$ cat config.mk
export PLATFORM = sky130hd
export DESIGN_NAME = nubus_master_arbiter
export DESIGN_NICKNAME = d
export VERILOG_FILES = /design/src/rtl/nubus_pkg.sv /design/src/rtl/nubus_lock_timer.sv /design/src/rtl/nubus_master_arbiter.sv
export SDC_FILE = /design/constraint.sdc
export NUM_CORES = 1
export LEC_CHECK = 0
export CORE_AREA = 2 2 123 125
export CTS_BUF_LIST = sky130_fd_sc_hd__clkbuf_4
export DETAILED_ROUTE_END_ITERATION = 7
export DIE_AREA = 0 0 125 127
export PLACE_DENSITY = 0.56
export SYNTH_ARGS = -nofsm -noshare
export SYNTH_HDL_FRONTEND = slang
export SYNTH_SLANG_ARGS = --single-unit
$ cat constraint.sdc
create_clock -name nub_clkn -period 2.95 [get_ports nub_clkn]
set_input_delay 0.4425 -clock nub_clkn [delete_from_list [all_inputs] [get_ports nub_clkn]]
set_output_delay 0.4425 -clock nub_clkn [all_outputs]
set_load 0.1 [all_outputs]
$ cat src/rtl/nubus_pkg.sv
// Shared definitions for the NuBus master-side blocks.
//   arb_state_e  : arbiter FSM states (IDLE, BUSY, GAP, LOCKED)
//   PORT_A/PORT_B: encoding of the registered grant / round-robin "last" bit
//   WRITE_*      : byte-strobe patterns for cpu_write / x_write (0 = read)
//   rr_pick()    : round-robin choice between the two requesters
package nubus_pkg;

    typedef enum logic [1:0] {
        IDLE   = 2'd0,
        BUSY   = 2'd1,
        GAP    = 2'd2,
        LOCKED = 2'd3
    } arb_state_e;

    localparam logic PORT_A = 1'b0;
    localparam logic PORT_B = 1'b1;

    localparam logic [3:0] WRITE_NONE  = 4'b0000;
    localparam logic [3:0] WRITE_BYTE0 = 4'b0001;
    localparam logic [3:0] WRITE_HALF0 = 4'b0011;
    localparam logic [3:0] WRITE_HALF1 = 4'b1100;
    localparam logic [3:0] WRITE_WORD  = 4'b1111;

    // With both ports requesting, the port that was NOT served last wins.
    // Only meaningful when at least one request is present.
    function automatic logic rr_pick(input logic a_req, input logic b_req, input logic last);
        if (a_req && b_req) begin
            return ~last;
        end
        return b_req ? PORT_B : PORT_A;
    endfunction

endpackage

$ cat src/rtl/nubus_lock_timer.sv
// Idle-lock timer for the master arbiter.
//   nub_clkn   : NuBus clock, rising edge
//   nub_resetn : asynchronous active-low reset
//   clear      : synchronous clear (wins over enable)
//   enable     : count one cycle
//   terminal   : high while enabled and the count sits at LIMIT-1
module nubus_lock_timer #(
    parameter int LIMIT = 64,
    parameter int W     = 8
) (
    input  logic nub_clkn,
    input  logic nub_resetn,
    input  logic clear,
    input  logic enable,
    output logic terminal
);

    logic [W-1:0] count;

    // NOTE: state registers are written only with non-blocking assignments so
    // every flop samples the pre-edge values of its neighbours.
    always_ff @(posedge nub_clkn or negedge nub_resetn) begin
        if (!nub_resetn) begin
            count <= '0;
        end else if (clear) begin
            count <= '0;
        end else if (enable) begin
            count <= count + 1'b1;
        end
    end

    assign terminal = enable && (count == W'(LIMIT - 1));

endmodule

$ cat src/rtl/nubus_master_arbiter.sv
// Round-robin arbiter sharing the single NuBus master port between port A
// (host CPU) and port B (DMA engine), one transaction per grant, with bus
// lock for read-modify-write and a bounded idle-lock timeout.
//   nub_clkn, nub_resetn        : NuBus clock / async active-low reset
//   a_*, b_*                    : requester ports (valid held until ready)
//   cpu_*                       : to / from the nubus master core
//   grant_b                     : 1 while B owns the port (BUSY/LOCKED)
//   lock_timeout                : one-cycle pulse on forced lock release
module nubus_master_arbiter
    import nubus_pkg::*;
#(
    parameter int LOCK_TIMEOUT = 64,
    parameter int TIMEOUT_W    = 8
) (
    input  logic        nub_clkn,
    input  logic        nub_resetn,

    input  logic        a_valid,
    input  logic [31:0] a_addr,
    input  logic [31:0] a_wdata,
    input  logic [3:0]  a_write,
    input  logic        a_lock,
    output logic        a_ready,
    output logic [31:0] a_rdata,

    input  logic        b_valid,
    input  logic [31:0] b_addr,
    input  logic [31:0] b_wdata,
    input  logic [3:0]  b_write,
    input  logic        b_lock,
    output logic        b_ready,
    output logic [31:0] b_rdata,

    output logic        cpu_valid,
    output logic [31:0] cpu_addr,
    output logic [31:0] cpu_wdata,
    output logic [3:0]  cpu_write,
    output logic        cpu_lock,
    input  logic        cpu_ready,
    input  logic [31:0] cpu_rdata,

    output logic        grant_b,
    output logic        lock_timeout
);

    arb_state_e state_q, state_d;
    logic       grant_q, grant_d;
    logic       last_q, last_d;
    logic       timeout_q, timeout_d;
    logic       timer_done;

    logic       in_busy;
    logic       in_locked;
    logic       own_valid;
    logic       own_lock;

    assign in_busy   = (state_q == BUSY);
    assign in_locked = (state_q == LOCKED);
    assign own_valid = (grant_q == PORT_B) ? b_valid : a_valid;
    assign own_lock  = (grant_q == PORT_B) ? b_lock  : a_lock;

    // Counts idle cycles while the lock is held; restarts from zero every
    // time LOCKED is entered because it is cleared whenever the next state
    // is anything else.
    nubus_lock_timer #(
        .LIMIT (LOCK_TIMEOUT),
        .W     (TIMEOUT_W)
    ) u_lock_timer (
        .nub_clkn   (nub_clkn),
        .nub_resetn (nub_resetn),
        .clear      (state_d != LOCKED),
        .enable     (in_locked),
        .terminal   (timer_done)
    );

    always_ff @(posedge nub_clkn or negedge nub_resetn) begin
        if (!nub_resetn) begin
            state_q   <= IDLE;
            grant_q   <= PORT_A;
            last_q    <= PORT_B;
            timeout_q <= 1'b0;
        end else begin
            state_q   <= state_d;
            grant_q   <= grant_d;
            last_q    <= last_d;
            timeout_q <= timeout_d;
        end
    end

    // NOTE: every variable written here gets a default first, so no path
    // through the case leaves one unassigned and no latch is inferred.
    always_comb begin
        state_d   = state_q;
        grant_d   = grant_q;
        last_d    = last_q;
        timeout_d = 1'b0;
        case (state_q)
            IDLE: begin
                if (a_valid || b_valid) begin
                    grant_d = rr_pick(a_valid, b_valid, last_q);
                    state_d = BUSY;
                end
            end
            BUSY: begin
                // Grant is held until completion even if valid drops.
                if (cpu_ready) begin
                    last_d  = grant_q;
                    state_d = own_lock ? LOCKED : GAP;
                end
            end
            GAP: begin
                // Keeps the requester's stale valid from being reissued.
                state_d = IDLE;
            end
            LOCKED: begin
                // Timeout has priority over a new request from the owner.
                if (timer_done) begin
                    timeout_d = 1'b1;
                    state_d   = IDLE;
                end else if (own_valid) begin
                    state_d = BUSY;
                end else if (!own_lock) begin
                    state_d = IDLE;
                end
            end
            default: state_d = IDLE;
        endcase
    end

    // Request fields are only presented while a transaction is in flight.
    assign cpu_valid = in_busy;
    assign cpu_addr  = in_busy ? ((grant_q == PORT_B) ? b_addr  : a_addr)  : '0;
    assign cpu_wdata = in_busy ? ((grant_q == PORT_B) ? b_wdata : a_wdata) : '0;
    assign cpu_write = in_busy ? ((grant_q == PORT_B) ? b_write : a_write) : '0;
    assign cpu_lock  = (in_busy && own_lock) || in_locked;

    // Completion is steered only through the registered grant.
    assign a_ready = in_busy && (grant_q == PORT_A) && cpu_ready;
    assign b_ready = in_busy && (grant_q == PORT_B) && cpu_ready;
    assign a_rdata = cpu_rdata;
    assign b_rdata = cpu_rdata;

    assign grant_b      = (grant_q == PORT_B) && (in_busy || in_locked);
    assign lock_timeout = timeout_q;

endmodule

==> flow_metrics.py, run 1 <==
metrics = {
    "die": {
        "start_util": 0.132,
        "die_w_um": 125,
        "dieArea_mm2": 0.0159,
        "rows": 44,
        "fp.coreArea_mm2": 0.0144,
        "io_pins": 313,
        "die_h_um": 127,
    },
    "worst_setup_path": {
        "crit_path_start_kind": "flip-flop",
        "worst-path-buf-inv": 2,
        "worstPathCellList": "nor2b_4 > nor2b_4 > buf_4 > a22o_1 > buf_12",
        "crit_fanout": 47,
        "required_ns": 2.51,
        "max_stage_delay_ns": 0.52,
        "cp_slowest_cell": "dfrtp_1",
        "end_kind": "primary output",
        "crit_type": "reg -> out",
        "cp_common_cell": "nor2b_4",
        "worst-endpoint-arrival_ns": 2.25,
        "critPathTopFamily": "buffers and inverters",
    },
    "logic_synthesis": {
        "yosysTopAreaCellShare": 0.313,
        "syn_nets": 394,
        "synthAdderAreaFrac": 0.00658,
        "synth.area.top_cells": "a22o_1 (31%), buf_4 (26%), dfrtp_1 (16%), nor3_2 (4.2%), buf_2 (2.4%)",
        "synth_top_area_cell": "a22o_1",
        "ys_ff_latch": 13,
        "synth-compound-area-share": 0.350,
        "yosys.cell_types.count": 31,
        "synthXorXnorAreaFrac": 0.0323,
        "syn_inst": 218,
        "synth_warnings": 0,
        "syn_avg_cell_area_um2": 8.72,
        "synth_simple_gate_area_frac": 0.109,
        "synthMuxAreaShare": 0.0105,
        "synth_top_family_by_area": "compound AO/OA/AOI/OAI gates",
        "netlist_area_mm2": 0.00190,
        "yosysSeqAreaShare": 0.172,
    },
    "detailed_routing": {
        "drt-vias-per-instance": 4.17,
        "vias": 2260,
        "post_drt_wl_per_cell_um": 18.4,
        "ant_nets": 0,
        "drt-initial-drc-count": 70,
        "wirelength_mm": 9.99,
        "dr.pass1.iters": 4,
        "remaining_drc_errors": 0,
    },
    "outcome": {
        "status": "complete, no violations",
    },
    "cts": {
        "cts_root_buf": "clkbuf_4",
        "cts-htree-levels": 1,
        "cts_hold_buf": 0,
        "cts_tree": "built",
        "clk_latency_ns": 0.28,
        "cts_resized": 0,
        "clkTransAtPathRegs_ns": 0.08,
        "cts_buffers": 3,
        "clkSinkCount": 13,
        "clockBufferDepth": 2,
        "post_cts_buffers": 0,
    },
    "timing": {
        "period_share": 0.913,
        "setup_viol": 0,
        "maxSlewViolCount": 0,
        "min_period_ns": 2.69,
        "hold_violations": 0,
        "fmax_ghz": 0.371,
        "relSlewSlack": 0.602,
        "worst_pin_slew_ns": 0.596,
        "hold_ws_ns": 0.510,
        "layout_setup_ws_ns": 0.257,
        "fin_setup_tns_ns": 0,
        "fin_skew_ns": 0.00555,
        "rsz0062_at_grt": "no",
    },
    "global_route": {
        "antenna_found_initial": 0,
        "grtUsageTotal": 0.118,
        "grt-ovfl-total": 0,
        "grt_max_degree": 54,
        "grt_pass1_wl_mm": 14.8,
        "grt_pass1_vias": 2404,
    },
    "final_layout": {
        "drive_above_1_share": 0.268,
        "layout_commonest_cell": "clkdlybuf4s50_1",
        "area_growth_pct": 127,
        "fin_area_mm2": 0.00432,
        "final-seq-area_um2": 327,
        "antenna_cells": 0,
        "n_fill_cell": 1459,
        "final_cell_mix": "clkdlybuf4s50_1 (142), a22o_1 (68), buf_12 (59), buf_4 (18), dfrtp_1 (12)",
        "layout.nets": 535,
        "multiInputGateArea_um2": 986,
    },
    "place": {
        "dpl-instance-area_mm2": 0.00429,
        "place_ws_ns": 0.542,
        "gp_congestion": 0.792,
        "io_buffer_count": 216,
        "hpwl_mm": 8.31,
    },
    "hold_path": {
        "holdCritPathClass": "reg -> reg",
    },
    "flow_run": {
        "maxCapViolCount": 0,
    },
}
metrics by stage:
step                       util  std cells
after floorplan               -        218
after global placement    0.298        538
after detailed placement  0.298        538
after CTS                 0.299        542
after global routing      0.299        542
final                     0.299        542
routing by layer:
layer / part of all wire / GRT usage
met2: 0.49 / 0.203
met4: 0.017 / 0.0176
met5: 0 / 0
met3: 0.11 / 0.0507
met1: 0.39 / 0.138
layout make-up:
cell class,instances,area share
Timing Repair Buffer,219,0.634
Inverter,3,0.00261
Tap cell,184,0.0533
Clock buffer,3,0.00521
Clock inverter,1,0.00116
Sequential cell,13,0.0756
Multi-Input combinational cell,119,0.228
synth_stat cells:
cell type  count
a21boi_0       1
a21o_1         1
a21oi_1        1
a22o_1        68
a22oi_1        1
a311o_1        1
a31oi_1        1
and2_1         2
and3_1         2
buf_2          9
buf_4         67
buf_6          3
clkbuf_1       4
dfrtp_1       12
dfstp_2        1
ha_1           1
inv_1          3
mux2i_1        2
nand2_1        3
nand2b_1       1
nand3_1        3
nand4_1        1
nor2_1         6
nor2b_1        3
nor3_1         2
nor3_2         8
nor4_2         1
o21a_1         1
o31a_1         2
xnor2_1        5
xor2_1         2
sequential cells by signal, indices dropped and copies added, names as in the netlist:
name	cells
grant_q	1
u_lock_timer.count	8
lock_timeout	1
last_q	1
state_q	2
path summary, 6_finish.rpt:
check / start / to / slack [ns] / cells after the start
max: state_q[0]$_DFF_PN0_ / cpu_write[3] / 0.26 / 5
min: last_q$_DFFE_PN1P_ / last_q$_DFFE_PN1P_ / 0.51 / 1
max reg2reg: state_q[1]$_DFF_PN0_ / u_lock_timer.count[3]$_DFFE_PN0P_ / 1.01 / 4
min reg2reg: last_q$_DFFE_PN1P_ / last_q$_DFFE_PN1P_ / 0.51 / 1
max in group asynchronous: nub_resetn / state_q[1]$_DFF_PN0_ / 2.03 / 1
min in group asynchronous: nub_resetn / u_lock_timer.count[6]$_DFFE_PN0P_ / 0.53 / 1
kinds of logic after synthesis:
group           Yosys count
compound gates           77
fa+ha+maj                 1
mux                       2
simple gates             32
buf+inv                  86
flops                    13
xor+xnor                  7
Power of run 1 is left out: the tool's default activity adds up to more than one toggle a clock period on the data nets, which glitch-free logic cannot reach.
==> run 2: changes to the inputs <==
--- a/config.mk
+++ b/config.mk
@@ -5,11 +5,11 @@
 export SDC_FILE = /design/constraint.sdc
 export NUM_CORES = 1
 export LEC_CHECK = 0
-export CORE_AREA = 2 2 123 125
+export CORE_AREA = 5 5 118 120
 export CTS_BUF_LIST = sky130_fd_sc_hd__clkbuf_4
 export DETAILED_ROUTE_END_ITERATION = 7
-export DIE_AREA = 0 0 125 127
-export PLACE_DENSITY = 0.56
+export DIE_AREA = 0 0 123 125
+export PLACE_DENSITY = 0.62
 export SYNTH_ARGS = -nofsm -noshare
 export SYNTH_HDL_FRONTEND = slang
 export SYNTH_SLANG_ARGS = --single-unit
==> constraint.sdc (replaced) <==
create_clock -name nub_clkn -period 2.88 [get_ports nub_clkn]
set_input_delay 0.432 -clock nub_clkn [delete_from_list [all_inputs] [get_ports nub_clkn]]
set_output_delay 0.432 -clock nub_clkn [all_outputs]
set_load 0.1 [all_outputs]
==> flow_metrics.py, run 2 (synthesis results as in run 1) <==
metrics = {
    "cts": {
        "cts_resized": 0,
        "cts_buffers": 3,
        "clkSinkCount": 13,
        "clkTransAtPathRegs_ns": 0.08,
        "post_cts_buffers": 0,
        "clockBufferDepth": 2,
        "clk_latency_ns": 0.27,
        "cts-htree-levels": 1,
        "cts_root_buf": "clkbuf_4",
        "cts_hold_buf": 0,
        "cts_tree": "built",
    },
    "place": {
        "io_buffer_count": 216,
        "gp_congestion": 0.799,
        "hpwl_mm": 9.25,
    },
    "global_route": {
        "grt_max_degree": 48,
        "grt_pass1_wl_mm": 15.0,
        "grtUsageMet2": 0.208,
        "grtUsageMet1": 0.145,
        "antenna_found_initial": 3,
        "grtUsageTotal": 0.128,
        "grt_pass1_vias": 2430,
        "use_met3": 0.0935,
        "grt_busiest_layer": "met2",
        "grt-ovfl-total": 0,
    },
    "worst_setup_path": {
        "crit_type": "reg -> out",
        "required_ns": 2.45,
        "crit_fanout": 29,
        "worstPathCellList": "nor2b_4 > nor2b_4 > buf_12 > a22o_1 > buf_12",
        "end_kind": "primary output",
        "r2r_cells": 4,
        "cp_slowest_cell": "nor2b_4",
        "worst-endpoint-arrival_ns": 2.17,
        "crit_path_start_kind": "flip-flop",
        "max_stage_delay_ns": 0.52,
    },
    "die": {
        "rows": 42,
        "start_util": 0.148,
        "io_pins": 313,
        "dieArea_mm2": 0.0154,
        "die_h_um": 125,
        "die_w_um": 123,
        "fp.coreArea_mm2": 0.0129,
    },
    "timing": {
        "fmax_ghz": 0.384,
        "setup_viol": 0,
        "fin_skew_ns": 0.00115,
        "period_share": 0.904,
        "fin_setup_tns_ns": 0,
        "maxSlewViolCount": 0,
        "relSlewSlack": 0.596,
        "hold_violations": 0,
        "min_period_ns": 2.60,
        "rsz0062_at_grt": "no",
        "worst_pin_slew_ns": 0.603,
    },
    "detailed_routing": {
        "wirelength_mm": 10.8,
        "vias": 2240,
        "ant_nets": 0,
        "drt-vias-per-instance": 4.19,
        "drt-initial-drc-count": 85,
        "dr.pass1.iters": 4,
        "remaining_drc_errors": 0,
        "post_drt_wl_per_cell_um": 20.2,
    },
    "final_layout": {
        "final_cell_mix": "clkdlybuf4s50_1 (142), buf_12 (70), a22o_1 (68), dfrtp_1 (12)",
        "n_fill_cell": 1312,
        "area_growth_pct": 134,
        "antenna_cells": 0,
        "top_regs": "u_lock_timer.count (8), state_q (2)",
        "regMostFlops": "u_lock_timer.count",
        "fin_util": 0.346,
        "drive_above_1_share": 0.270,
        "largest_reg_flops": 8,
        "layout.nets": 536,
        "layout_commonest_cell": "clkdlybuf4s50_1",
    },
    "flow_run": {
        "maxCapViolCount": 0,
    },
    "outcome": {
        "status": "complete, no violations",
    },
    "hold_path": {
        "hold_depth": 1,
        "holdCritPathClass": "reg -> reg",
    },
}
run 2: cell types whose count changed in the layout (fill, tap and decap cells not counted):
cell,change
buf_12,+11
buf_4,-10
clkbuf_4,+1
clkinv_2,-1
run 2: per-stage QoR:
stage / hold WS, ns / worst slack, ns / area (µm²) / instances
after floorplan: 0.136 / 0.0800 / 1910 / 218
after global placement: 0.483 / 0.628 / 4430 / 531
after detailed placement: 0.483 / 0.569 / 4430 / 531
after CTS: 0.498 / 0.251 / 4460 / 535
after global routing: 0.530 / 0.116 / 4460 / 535
final: 0.501 / 0.276 / 4460 / 535
run 2: final timing paths:
kind / startpoint / to / slack [ns]
setup / recovery: state_q[0]$_DFF_PN0_ / cpu_addr[0] / 0.28
max in group asynchronous: nub_resetn / u_lock_timer.count[2]$_DFFE_PN0P_ / 1.96
setup reg to reg: state_q[1]$_DFF_PN0_ / u_lock_timer.count[4]$_DFFE_PN0P_ / 0.98
min in group asynchronous: nub_resetn / u_lock_timer.count[0]$_DFFE_PN0P_ / 0.53
hold / removal: u_lock_timer.count[7]$_DFFE_PN0P_ / lock_timeout$_DFF_PN0_ / 0.50
hold reg to reg: u_lock_timer.count[7]$_DFFE_PN0P_ / lock_timeout$_DFF_PN0_ / 0.50
run 2: final cells by class:
cell class / count / area, µm² / area share
tap: 176 / 220 / 0.0494
inverter: 3 / 11.3 / 0.00253
timing repair buffer: 220 / 2880 / 0.647
multi-input combinational: 119 / 986 / 0.221
clock buffer: 4 / 30.0 / 0.00674
sequential: 13 / 327 / 0.0733
run 2: critical path: cells and delay by family (launching register included):
kind | cells | cell delay, ns
AO/OA/AOI/OAI | 1 | 0.23
buffers and inverters | 2 | 0.44
AND/OR/NAND/NOR | 2 | 0.73
flip-flops | 1 | 0.47
run 2: layer usage:
metal / wire [µm] / vias up
met5: 36 / -
met4: 10 / 6
met3: 1950 / 8
met2: 4840 / 194
met1: 3960 / 1004
li1: - / 1028
Power of run 2 is left out for the same reason.
